## config.mk

```make
export PLATFORM = sky130hd
export DESIGN_NAME = frame_burst_planner_flat
export DESIGN_NICKNAME = d
export VERILOG_FILES = /design/src/rtl/vdma_plan_pkg.sv /design/src/rtl/frame_burst_planner_if.sv /design/src/rtl/beat_calc.sv /design/src/rtl/frame_burst_planner.sv /design/src/flat_wrapper.sv
export SDC_FILE = /design/constraint.sdc
export NUM_CORES = 1
export LEC_CHECK = 0
export CORE_MARGIN = 2
export CORE_UTILIZATION = 55
export DETAILED_ROUTE_END_ITERATION = 12
export PLACE_DENSITY = 0.79
export SYNTH_ARGS = -nofsm -noshare
export SYNTH_HDL_FRONTEND = slang
export SYNTH_HIERARCHICAL = 1
export SYNTH_SLANG_ARGS = --single-unit
```

## constraint.sdc

```tcl
create_clock -name clock -period 3.7 [get_ports clock]
set_input_delay 0.925 -clock clock [delete_from_list [all_inputs] [get_ports clock]]
set_output_delay 0.925 -clock clock [all_outputs]
set_load 0.02 [all_outputs]
```

## src/rtl/vdma_plan_pkg.sv

```systemverilog
// Shared types and constants for the frame burst planner: FSM states, MODE
// selectors and the ceil-division datapath width.
package vdma_plan_pkg;

  typedef enum logic [2:0] {
    ST_IDLE  = 3'd0,
    ST_CALC  = 3'd1,
    ST_ISSUE = 3'd2,
    ST_WAIT  = 3'd3,
    ST_DONE  = 3'd4
  } plan_state_e;

  localparam logic [31:0] MODE_ONCE = "ONCE";
  localparam logic [31:0] MODE_LINE = "LINE";

  // 65535*65535*24 bits still fits, so frame-level products never truncate
  localparam int CALC_W = 40;

  function automatic logic [CALC_W-1:0] ceil_div(input logic [CALC_W-1:0] num,
                                                 input logic [CALC_W-1:0] den);
    return (num + den - 40'd1) / den;
  endfunction

endpackage

```

## src/rtl/frame_burst_planner_if.sv

```systemverilog
// Burst request / completion handshake between the planner (master) and the
// AXI burst engine (slave).
interface frame_burst_planner_if #(
  parameter int LSIZE = 9
);
  logic             req_valid;
  logic             req_ready;
  logic [LSIZE-1:0] req_len;
  logic             req_eol;
  logic             req_eof;
  logic             burst_done;

  modport master (output req_valid, req_len, req_eol, req_eof,
                  input  req_ready, burst_done);
  modport slave  (input  req_valid, req_len, req_eol, req_eof,
                  output req_ready, burst_done);
endinterface

```

## src/rtl/beat_calc.sv

```systemverilog
// Two-stage beat calculator: stage 1 latches the bit products at load,
// stage 2 ceil-divides them into AXI beats per line and per frame.
module beat_calc
  import vdma_plan_pkg::*;
#(
  parameter int AXI_DSIZE = 256,
  parameter int DSIZE     = 24
) (
  input  logic              clock,
  input  logic              rst,
  input  logic              load,
  input  logic [15:0]       hactive,
  input  logic [15:0]       vactive,
  output logic [CALC_W-1:0] line_beats,
  output logic [CALC_W-1:0] total_beats
);

  logic [CALC_W-1:0] line_bits_r;
  logic [CALC_W-1:0] frame_bits_r;
  logic [CALC_W-1:0] line_beats_r;
  logic [CALC_W-1:0] total_beats_r;

  // Stage 1: capture bit counts of a line and of the whole frame at load
  always_ff @(posedge clock or posedge rst) begin
    if (rst) begin
      line_bits_r  <= '0;
      frame_bits_r <= '0;
    end else if (load) begin
      line_bits_r  <= CALC_W'(hactive) * CALC_W'(DSIZE);
      frame_bits_r <= CALC_W'(hactive) * CALC_W'(vactive) * CALC_W'(DSIZE);
    end else begin
      line_bits_r  <= line_bits_r;
      frame_bits_r <= frame_bits_r;
    end
  end

  // Stage 2: round bit counts up to whole AXI beats
  always_ff @(posedge clock or posedge rst) begin
    if (rst) begin
      line_beats_r  <= '0;
      total_beats_r <= '0;
    end else begin
      line_beats_r  <= ceil_div(line_bits_r, CALC_W'(AXI_DSIZE));
      total_beats_r <= ceil_div(frame_bits_r, CALC_W'(AXI_DSIZE));
    end
  end

  assign line_beats  = line_beats_r;
  assign total_beats = total_beats_r;

endmodule

```

## src/rtl/frame_burst_planner.sv

```systemverilog
// Splits a video frame into AXI burst requests, per line or as one stream.
// Optional PLANNER_STATS_EN adds burst_cnt / frame_cnt statistics outputs.
module frame_burst_planner
  import vdma_plan_pkg::*;
#(
  parameter int          NOR_BURST_LEN = 200,
  parameter logic [31:0] MODE          = MODE_ONCE,
  parameter int          AXI_DSIZE     = 256,
  parameter int          DSIZE         = 24,
  parameter int          LSIZE         = 9
) (
  input  logic                  clock,
  input  logic                  rst,
  input  logic [15:0]           vactive,
  input  logic [15:0]           hactive,
  input  logic                  fsync,
  frame_burst_planner_if.master req,
  output logic                  busy,
  output logic                  frame_done
`ifdef PLANNER_STATS_EN
  ,
  output logic [15:0]           burst_cnt,
  output logic [15:0]           frame_cnt
`endif
);

  localparam bit                LINE_MODE = (MODE == MODE_LINE);
  localparam logic [CALC_W-1:0] NOR_LEN   = CALC_W'(NOR_BURST_LEN);

  if (!((NOR_BURST_LEN < (32'd1 << LSIZE)) &&
        (((AXI_DSIZE % DSIZE) == 0) || (AXI_DSIZE > DSIZE)))) begin : g_param_chk
    $error("frame_burst_planner: illegal NOR_BURST_LEN/LSIZE/AXI_DSIZE/DSIZE");
  end

  plan_state_e       state_r, next_state_s;
  logic              calc_cnt_r;
  logic [15:0]       vactive_r;
  logic [15:0]       line_r, line_nxt_s;
  logic [CALC_W-1:0] rem_r, rem_nxt_s, len_s;
  logic [CALC_W-1:0] line_beats_s, total_beats_s;
  logic              eol_s, eof_s, accept_s;
  logic              req_valid_r, req_eol_r, req_eof_r, busy_r, frame_done_r;
  logic [LSIZE-1:0]  req_len_r;

  beat_calc #(.AXI_DSIZE(AXI_DSIZE), .DSIZE(DSIZE)) u_beat_calc (
    .clock       (clock),
    .rst         (rst),
    .load        (fsync),
    .hactive     (hactive),
    .vactive     (vactive),
    .line_beats  (line_beats_s),
    .total_beats (total_beats_s)
  );

  assign accept_s = (state_r == ST_ISSUE) && req.req_ready && !fsync;

  // Next state plus the remaining-beat / line bookkeeping for the next request
  always_comb begin
    next_state_s = state_r;
    rem_nxt_s    = rem_r;
    line_nxt_s   = line_r;
    if (fsync) begin
      next_state_s = ST_CALC;
    end else begin
      case (state_r)
        ST_IDLE: next_state_s = ST_IDLE;
        ST_CALC: begin
          if (calc_cnt_r) begin
            line_nxt_s = 16'd0;
            if ((line_beats_s == '0) || (vactive_r == 16'd0)) begin
              next_state_s = ST_DONE;
              rem_nxt_s    = '0;
            end else begin
              next_state_s = ST_ISSUE;
              rem_nxt_s    = LINE_MODE ? line_beats_s : total_beats_s;
            end
          end else begin
            next_state_s = ST_CALC;
          end
        end
        ST_ISSUE: begin
          if (req.req_ready) begin
            next_state_s = ST_WAIT;
            // a finished line that is not the last one reloads a fresh line
            if (LINE_MODE && req_eol_r && !req_eof_r) begin
              rem_nxt_s  = line_beats_s;
              line_nxt_s = line_r + 16'd1;
            end else begin
              rem_nxt_s  = rem_r - CALC_W'(req_len_r);
            end
          end else begin
            next_state_s = ST_ISSUE;
          end
        end
        ST_WAIT: begin
          if (req.burst_done) begin
            next_state_s = (rem_r != '0) ? ST_ISSUE : ST_DONE;
          end else begin
            next_state_s = ST_WAIT;
          end
        end
        ST_DONE: next_state_s = ST_IDLE;
        default: next_state_s = ST_IDLE;
      endcase
    end
    len_s = (rem_nxt_s < NOR_LEN) ? rem_nxt_s : NOR_LEN;
    eol_s = (rem_nxt_s <= NOR_LEN);
    eof_s = eol_s && (!LINE_MODE || (line_nxt_s == (vactive_r - 16'd1)));
  end

  // State, counters and registered request outputs
  always_ff @(posedge clock or posedge rst) begin
    if (rst) begin
      state_r      <= ST_IDLE;
      calc_cnt_r   <= 1'b0;
      vactive_r    <= 16'd0;
      line_r       <= 16'd0;
      rem_r        <= '0;
      req_valid_r  <= 1'b0;
      req_len_r    <= '0;
      req_eol_r    <= 1'b0;
      req_eof_r    <= 1'b0;
      busy_r       <= 1'b0;
      frame_done_r <= 1'b0;
    end else begin
      state_r      <= next_state_s;
      calc_cnt_r   <= (state_r == ST_CALC) && !fsync;
      vactive_r    <= fsync ? vactive : vactive_r;
      line_r       <= line_nxt_s;
      rem_r        <= rem_nxt_s;
      req_valid_r  <= (next_state_s == ST_ISSUE);
      if (next_state_s == ST_ISSUE) begin
        req_len_r <= LSIZE'(len_s);
        req_eol_r <= eol_s;
        req_eof_r <= eof_s;
      end else begin
        req_len_r <= '0;
        req_eol_r <= 1'b0;
        req_eof_r <= 1'b0;
      end
      busy_r       <= (next_state_s != ST_IDLE);
      frame_done_r <= (state_r == ST_DONE);
    end
  end

  assign req.req_valid = req_valid_r;
  assign req.req_len   = req_len_r;
  assign req.req_eol   = req_eol_r;
  assign req.req_eof   = req_eof_r;
  assign busy          = busy_r;
  assign frame_done    = frame_done_r;

`ifdef PLANNER_STATS_EN
  logic [15:0] burst_cnt_r;
  logic [15:0] frame_cnt_r;

  // Per-frame accepted bursts and free-running completed-frame count
  always_ff @(posedge clock or posedge rst) begin
    if (rst) begin
      burst_cnt_r <= 16'd0;
      frame_cnt_r <= 16'd0;
    end else begin
      if (fsync) begin
        burst_cnt_r <= 16'd0;
      end else if (accept_s) begin
        burst_cnt_r <= burst_cnt_r + 16'd1;
      end else begin
        burst_cnt_r <= burst_cnt_r;
      end
      frame_cnt_r <= frame_done_r ? (frame_cnt_r + 16'd1) : frame_cnt_r;
    end
  end

  assign burst_cnt = burst_cnt_r;
  assign frame_cnt = frame_cnt_r;
`else
  logic unused_s;
  assign unused_s = accept_s;
`endif

endmodule

```

## src/flat_wrapper.sv

```systemverilog
// flat-port wrapper written by rule: the top's interface ports become plain ports
module frame_burst_planner_flat import vdma_plan_pkg::*;
#(
  parameter int          NOR_BURST_LEN = 200,
  parameter logic [31:0] MODE          = MODE_ONCE,
  parameter int          AXI_DSIZE     = 256,
  parameter int          DSIZE         = 24,
  parameter int          LSIZE         = 9
)
  (clock, rst, vactive, hactive, fsync, busy, frame_done, req_req_valid, req_req_len, req_req_eol, req_req_eof, req_req_ready, req_burst_done);
  frame_burst_planner_if #(.LSIZE(LSIZE)) req_i ();
  input  logic clock;
  input  logic rst;
  input  logic [15:0] vactive;
  input  logic [15:0] hactive;
  input  logic fsync;
  output logic busy;
  output logic frame_done;
  output wire logic [$bits(req_i.req_valid)-1:0] req_req_valid;
  output wire logic [$bits(req_i.req_len)-1:0] req_req_len;
  output wire logic [$bits(req_i.req_eol)-1:0] req_req_eol;
  output wire logic [$bits(req_i.req_eof)-1:0] req_req_eof;
  input wire logic [$bits(req_i.req_ready)-1:0] req_req_ready;
  input wire logic [$bits(req_i.burst_done)-1:0] req_burst_done;
  assign req_req_valid = req_i.req_valid;
  assign req_req_len = req_i.req_len;
  assign req_req_eol = req_i.req_eol;
  assign req_req_eof = req_i.req_eof;
  assign req_i.req_ready = req_req_ready;
  assign req_i.burst_done = req_burst_done;
  frame_burst_planner #(.NOR_BURST_LEN(NOR_BURST_LEN), .MODE(MODE), .AXI_DSIZE(AXI_DSIZE), .DSIZE(DSIZE), .LSIZE(LSIZE)) u_core (.clock(clock), .rst(rst), .vactive(vactive), .hactive(hactive), .fsync(fsync), .req(req_i), .busy(busy), .frame_done(frame_done));
endmodule
```

After elaboration in Yosys (flattened, before gate mapping)
Index checks and enable logic that the tools add are counted.

operators by class
  $add $sub $neg = 5
  multipliers = 3
  div/mod/pow operators = 0
  order comparisons = 2
  equality and inequality tests = 5
  shift operators = 0
  multiplexer cells = 15
  bitwise logic cells = 0
  reductions and logical operators = 7

operator list
  kind                                                              number
  two-way mux 40 bit                                                3
  one-hot mux 40 bit (2 select lines)                               1
  less-or-equal comparator 40 x 8 -> 1 bit (second input constant)  1
  logical NOT 40 bit                                                1
  < comparator 40 x 8 -> 1 bit (second input constant)              1
  nonzero test 40 bit                                               1
  subtractor 40 x 9 -> 40 bit                                       1
  subtractor 38 x 1 -> 39 bit (second input constant)               1
  adder 37 x 9 -> 38 bit (second input constant)                    1
  multiplier 32 x 2 -> 34 bit (second input constant)               1
  multiplier 16 x 16 -> 32 bit                                      1
  two-way mux 32 bit                                                1
  subtractor 22 x 1 -> 23 bit (second input constant)               1
  adder 21 x 9 -> 22 bit (second input constant)                    1
  multiplier 16 x 2 -> 18 bit (second input constant)               1
  two-way mux 9 bit                                                 2
  logical NOT 16 bit                                                1
  two-way mux 3 bit                                                 5
  == test 3 x 2 -> 1 bit (second input constant)                    3
  one-hot mux 3 bit (3 select lines)                                1
  == test 3 x 1 -> 1 bit (second input constant)                    1
  == test 3 bit (second input constant)                             1
  nonzero test 3 bit                                                1
  two-way mux 1 bit                                                 2
  other kinds (3)                                                   3

storage, ports and cells
  register bits = 189
  bits in latches = 0
  RAM bits = 0
  bits in read-only memories = 0
  bits of input ports = 37
  output and inout port bits = 14
  memories kept = 0

Longest topological paths before layout
Gate-level depths: netlist of run 1.

  depth in word-level cells = 9
  gate-level depth with buffers = 37

By module
The synthesis of run 1 kept the hierarchy.

by module, submodules not included
  module               instances  cells each  area each (um^2)
  beat_calc            1          1774        15616.2
  frame_burst_planner  1          573         5131.2

Worst setup path after synthesis of run 1
OpenSTA, ideal clock, no wires.

  path type = input to register
  from = in vactive[9]
  to = reg u_core.u_beat_calc.frame_bits_r[33]
  setup time = 0.121 ns
  arrival = 8.311 ns
  data required time = 3.579 ns
  setup slack = -4.732 ns
  cell stages on the path = 33
  path buffers = 1
  cells stage by stage = clkbuf_1 -> nand2_1 -> fa_1 -> inv_1 -> fa_1 -> inv_1 -> fa_1 -> inv_1 -> fa_1 -> fa_1 -> inv_1 -> fa_1 -> inv_1 -> ha_1 -> nand4_1 -> nor2_1 -> o211ai_1 -> and2_1 -> or3b_1 -> nand2b_1 -> xor2_1 -> ha_1 -> and3_1 -> and3_1 -> and3_1 -> a32oi_1 -> nand3_1 -> nand3_1 -> o21ai_1 -> a31o_2 -> a21o_1 -> a211o_1 -> a22o_1

on the way
  cells in the longest elaborated chain, start to end = 2

RTL lines
  item                          line                text
  start, declared               flat_wrapper.sv:14  input logic [15:0] vactive;
  multiplier 16 x 16 -> 32 bit  beat_calc.sv:30     frame_bits_r <= CALC_W'(hactive) * CALC_W'(vactive) * CALC_W'(DSIZE);
  multiplier 32 x 2 -> 34 bit   beat_calc.sv:30
  end signal, assigned          beat_calc.sv:30
  end signal, assigned          beat_calc.sv:33     frame_bits_r <= frame_bits_r;
  end, declared                 beat_calc.sv:19     logic [CALC_W-1:0] frame_bits_r;

Every way passes these cells.
A chain may end at the register's enable or synchronous reset.

Final worst setup path of run 1
  from = in hactive[6]
  to = reg u_core.u_beat_calc.frame_bits_r[33]

on the way
  cells in the longest elaborated chain, start to end = 2

RTL lines
  item                          line                text
  start, declared               flat_wrapper.sv:15  input logic [15:0] hactive;
  multiplier 16 x 16 -> 32 bit  beat_calc.sv:30
  multiplier 32 x 2 -> 34 bit   beat_calc.sv:30

Every way passes these cells.

==> results.yml, run 1 <==
sta:
  max_freq_ghz: 0.1226
  skew_ns: 0.01716
  worst_slew_pin_slew_ns: 0.9648
  setup_viol: 38
  grt_setup_unrepaired: "true"
  period_needed_ns: 8.157
  min_period_over_period_pct: 220.5
  worst_slack_ns: -4.457
  final_max_slew_viol_count: 0
  slew_headroom_pct: 35.68
  hold_violations: 0
floorplan:
  die-area_um2: 39290
  io_pins: 51
  initial_utilization_pct: 55.47
  core-area_um2: 37400
  rows: 71
  die_x_um: 198.2
  die_h_um: 198.2
worst_setup_path:
  cpMostUsedCell: "inv_1"
  r2r_slack_ns: -0.12
  endpoint_kind: "register"
  r2r-end: "u_core/req.req_len[3]"
  start_kind: "input port"
  cp-endpoint: "u_core/u_beat_calc/frame_bits_r[33]"
  arrival_ns: 8.49
  r2r-start: "u_core/rem_r[0]"
  worstSetupPathType: "in -> reg"
  crit_start: "hactive[6]"
  worstRegToRegCells: 13
  slowest_delay_ns: 0.56
  cp_max_fo: 7
  critPathRequiredTime_ns: 4.03
  slowest_stage: "fa_1"
synthesis:
  seq_area_frac_synth_pct: 20.62
  synth_edf_count: 0
  ys_warn_count: 6
  ys_types: 97
  synth_ff_type: "dfrtp_1"
  synth_seq_cells: 171
  synth_cells: 2347
  ys_async_sr_fraction_pct: 100.0
  syn_avg_cell_area_um2: 8.840
  syn_area_um2: 20750
drt:
  drtIter0Drc: 2355
  num_vias: 20920
  antenna_left: 0
  dr.pass1.iters: 8
  vias_per_cell: 6.221
  wire_per_inst_um: 22.49
  wl_um: 75650
  drc_errors: 0
cells_and_area:
  mostFrequentLayoutCells: "buf_4, inv_1, nand2_1, fa_1, dfrtp_1"
  num_antenna_cells: 0
  fillCellCount: 2324
  nets: 3236
  final_common_cell: "buf_4"
  drive_above_1_share_pct: 33.45
  area_growth_pct: 34.75
  design_area_um2: 27960
hold_path:
  hp-class: "reg -> reg"
cts:
  cts_tree: "yes"
  clkSlewWorstSetupHoldPaths_ns: 0.08
  clockBufferDepth: 2
  cts_hold_buffers: 0
  clock_latency_ns: 0.45
  cts.sinks: 171
  cts_max_level: 4
  cts_buffers: 17
  cts-root-buf: "clkbuf_16"
place:
  port-buffer-count: 50
  placed_area_um2: 25190
  routabilityCongestion: 0.9250
  dp_hpwl_um: 49320
global_routing:
  grt_pass1_vias: 21020
  overflow: 0
  met3_usage_pct: 5.042
  grt_usage_pct: 35.32
  grt_max_degree: 66
  busiest_layer: "met2"
  grt_first_pass_wirelength_um: 109200
  antenna_found_initial: 1
  met1_usage_pct: 44.43
  met2_usage_pct: 61.86
outcome:
  violations: "setup timing"
  status: "finished, violations left"
run:
  maxCapViolCount: 0
-- how the worst min path moves through the flow --
stage / start / endpoint / slack, ns / cells past startpoint
after global routing: u_core/u_beat_calc/total_beats[14] / u_core/rem_r[14] / 0.52 / 1
after detailed placement: u_core/u_beat_calc/line_bits_r[18] / u_core/u_beat_calc/line_beats[10] / 0.46 / 1
final: u_core/u_beat_calc/line_bits_r[12] / u_core/u_beat_calc/line_beats[4] / 0.50 / 1
after global placement: u_core/u_beat_calc/line_bits_r[15] / u_core/u_beat_calc/line_beats[7] / 0.46 / 1
after CTS: u_core/u_beat_calc/line_bits_r[12] / u_core/u_beat_calc/line_beats[4] / 0.47 / 1
after floorplan: u_core/u_beat_calc/total_beats[8] / u_core/rem_r[8] / 0.44 / 2
-- cell usage after synthesis, types with 7 or more instances --
cell      count  share of area [%]
a211o_1       8               0.34
a21boi_0      7               0.25
a21o_1       40                1.4
a21oi_1      97                2.3
a31o_2        9               0.38
a31oi_1      21               0.63
and2_1      134                4.0
and3_1       28               0.84
buf_2        12               0.29
buf_4        35                1.3
clkbuf_1     65                1.2
dfrtp_1     171                 21
fa_1        197                 19
ha_1        163                9.8
inv_1       302                5.5
mux2_2       50                2.7
mux2i_1      11               0.53
nand2_1     270                4.9
nand2b_1     16               0.48
nand3_1      55                1.3
nand4_1      24               0.72
nor2_1      111                2.0
nor2b_1       9               0.27
nor3_1       45                1.1
nor4_1       42                1.3
o211ai_1     21               0.76
o21a_1       14               0.51
o21ai_0      55                1.3
o21bai_1      9               0.33
o22ai_1       9               0.27
o31ai_1       8               0.29
or2_2         7               0.21
or3_1        15               0.45
xnor2_1      96                4.1
xor2_1       37                1.6
-- critical path: cells and delay by family --
kind / cells / cell delay, ns
AO/OA/AOI/OAI: 8 / 1.58
adder cells (fa/ha/maj): 8 / 3.57
AND/OR/NAND/NOR: 10 / 1.60
buffers and inverters: 6 / 0.53
XOR/XNOR: 1 / 0.25
-- stage by stage --
step / utilization [%] / TNS, ns / setup WS, ns / cells / hold slack [ns]
after floorplan: - / -87.12 / -4.280 / 2380 / 0.4398
after global placement: 67.34 / -129.72 / -4.991 / 3251 / 0.4562
after detailed placement: 67.34 / -133.60 / -5.160 / 3251 / 0.4568
after CTS: 72.43 / -89.64 / -4.066 / 3342 / 0.4745
after global routing: 74.75 / -105.86 / -4.632 / 3363 / 0.5161
final: 74.75 / -102.66 / -4.457 / 3363 / 0.4976
-- state kept, by name, summed over array words and instances, names as in the netlist --
name                             flops
u_core/busy                          1
u_core/req.req_eof                   1
u_core/vactive_r                    16
u_core/u_beat_calc/frame_bits_r     34
u_core/state_r                       3
u_core/rem_r                        40
u_core/u_beat_calc/total_beats      32
u_core/req.req_valid                 1
u_core/frame_done                    1
u_core/calc_cnt_r                    1
u_core/u_beat_calc/line_bits_r      18
u_core/u_beat_calc/line_beats       14
u_core/req.req_len                   9
-- cell type report --
cell class | instances | area, um^2 | share of cell area [%]
tap | 511 | 639.4 | 2.287
inverter | 303 | 1142 | 4.086
clock inverter | 14 | 132.6 | 0.4744
timing repair buffer | 558 | 4672 | 16.71
sequential | 171 | 4279 | 15.31
multi-input combinational | 1788 | 16650 | 59.57
clock buffer | 18 | 439.2 | 1.571
-- logic make-up after synthesis --
family	share of synthesized area, %
compound gates	13.21
fa+ha+maj	28.84
buf+inv	8.395
simple gates	20.03
flops	20.62
mux	3.245
xor+xnor	5.615
other cells	0.03620
-- routing by layer --
metal | routed length, um | vias up
met3 | 6716 | 466
li1 | - | 8836
met2 | 36290 | 1352
met5 | 12 | -
met4 | 4479 | 2
met1 | 28150 | 10260
-- what timing repair did --
action                     4_1_cts  5_1_grt
buffers inserted                72       36
setup endpoints to repair       48       55
pin swaps                      197      106
gates resized for setup        342      175
Power of run 1 is left out: the tool's default activity adds up to more than one toggle a clock period on the data nets, which glitch-free logic cannot reach.
==> run 2: changes to the inputs <==
--- a/config.mk
+++ b/config.mk
@@ -7,8 +7,9 @@
 export LEC_CHECK = 0
 export CORE_MARGIN = 2
 export CORE_UTILIZATION = 55
+export CTS_BUF_LIST = sky130_fd_sc_hd__clkbuf_4 sky130_fd_sc_hd__clkbuf_8
 export DETAILED_ROUTE_END_ITERATION = 12
-export PLACE_DENSITY = 0.79
+export PLACE_DENSITY = 0.74
 export SYNTH_ARGS = -nofsm -noshare
 export SYNTH_HDL_FRONTEND = slang
 export SYNTH_HIERARCHICAL = 1
==> run 2 against run 1 <==
  * The run still ends with setup timing left
  * Sequential share of layout area grew 0.37 points
  * Register-to-register slack got worse by 0.04 ns
  * First-iteration DRC count is 33% lower
  * Setup slack improved by 0.23 ns
  * Clock-buffer cell count stayed put
  * Cell area down 2.3%
  * Flip-flop and latch count unchanged
  * Worst hold slack lost 0.031 ns
  * Global-route usage fell by 2.1 points
  * Die area stayed put
  * Cell count decreased by 1.1%
  * Largest cell class unchanged
  * Core utilization decreased by 1.7 points
==> results.yml, run 2 (synthesized netlist as in run 1, its figures left out) <==
drt:
  vias_per_cell: 5.866
  drtIter0Drc: 1585
  drc_errors: 0
  num_vias: 19510
  antenna_left: 0
  wl_um: 66550
  dr.pass1.iters: 6
  wire_per_inst_um: 20.01
cts:
  cts_buffers: 17
  clockBufferDepth: 2
  clock_latency_ns: 0.52
  cts_tree: "yes"
  cts.sinks: 171
  cts-root-buf: "clkbuf_8"
  cts_max_level: 4
  clkSlewWorstSetupHoldPaths_ns: 0.09
worst_setup_path:
  critical_path_buf_inv_count: 7
  endpoint_kind: "register"
  worstSetupPathType: "in -> reg"
  slowest_delay_ns: 0.55
  start_kind: "input port"
  slowest_stage: "fa_1"
  arrival_ns: 8.32
  cp_top_family: "adder cells"
  critPathRequiredTime_ns: 4.09
  cp_max_fo: 6
  cpMostUsedCell: "fa_1"
place:
  placed_area_um2: 25110
  dp_hpwl_um: 49270
  port-buffer-count: 50
  routabilityCongestion: 0.9926
  place_ws_ns: -5.224
run:
  maxCapViolCount: 0
cells_and_area:
  nets: 3198
  largest_reg_flops: 40
  num_antenna_cells: 0
  design_area_um2: 27300
  final_common_cell: "buf_4"
  area_growth_pct: 31.61
  drive_above_1_share_pct: 31.56
  top_register: "u_core/rem_r"
  mostFrequentLayoutCells: "buf_4, inv_1, nand2_1, fa_1, dfrtp_1"
floorplan:
  die-area_um2: 39290
  initial_utilization_pct: 55.47
  rows: 71
  die_h_um: 198.2
  core-area_um2: 37400
  io_pins: 51
  die_x_um: 198.2
sta:
  final_max_slew_viol_count: 0
  worst_slack_ns: -4.228
  grt_setup_unrepaired: "true"
  setup_viol: 32
  hold_violations: 0
  worst_slew_pin_slew_ns: 0.8443
  period_needed_ns: 7.928
  slew_headroom_pct: 43.20
  max_freq_ghz: 0.1261
  finalSetupTns_ns: -92.30
  skew_ns: 0.02178
  min_period_over_period_pct: 214.3
hold_path:
  hp-class: "reg -> reg"
global_routing:
  grt_pass1_vias: 20130
  overflow: 0
  grt_max_degree: 74
  grt_usage_pct: 33.20
  grt_first_pass_wirelength_um: 102300
  antenna_found_initial: 0
outcome:
  status: "finished, violations left"
  violations: "setup timing"
## run 2: layout make-up
type / instances / area, um^2
multi-input cells: 1788 / 16490
fillers: 2558 / 10090
repair buffers: 520 / 4304
flip-flops and latches: 171 / 4279
inverters: 303 / 1142
well taps: 511 / 639.4
clock buffers: 18 / 241.5
clock inverters: 14 / 211.5
## run 2: final timing paths
path,start,to,slack [ns],cells past startpoint
worst max-delay path,hactive[7],u_core/u_beat_calc/frame_bits_r[34],-4.23,34
worst min-delay path,u_core/u_beat_calc/line_bits_r[15],u_core/u_beat_calc/line_beats[7],0.47,1
worst max register to register,u_core/rem_r[0],u_core/req.req_len[3],-0.16,13
worst min register to register,u_core/u_beat_calc/line_bits_r[15],u_core/u_beat_calc/line_beats[7],0.47,1
max in group asynchronous,rst,u_core/u_beat_calc/frame_bits_r[35],2.05,3
min in group asynchronous,rst,u_core/vactive_r[3],0.88,3
## run 2: repair_timing
item                                    in CTS  in global routing
endpoints found under the hold margin        0                  0
hold buffers                                 0                  0
resized for setup                          302                162
pin swaps                                  132                138
endpoints found under the setup margin      47                 44
buffers inserted                            36                 34
## run 2: metal layers
layer  GRT usage, %  wire (um)  vias up  share of wire, %
met5              0          0        -                 0
met4          11.17       2616        0               3.9
met3          4.905       4699      228               7.1
met2          57.09      32570      888                49
met1          42.90      26660     9645                40
li1               -          -     8745                 -
## run 2: per-stage QoR
stage	std cells	util [%]	hold WS [ns]
after detailed placement	3241	67.14	0.4561
after CTS	3302	70.74	0.4690
final	3325	73.01	0.4669
after floorplan	2380	-	0.4398
after global routing	3325	73.01	0.4965
after global placement	3241	67.14	0.4539
Power of run 2 is left out for the same reason.
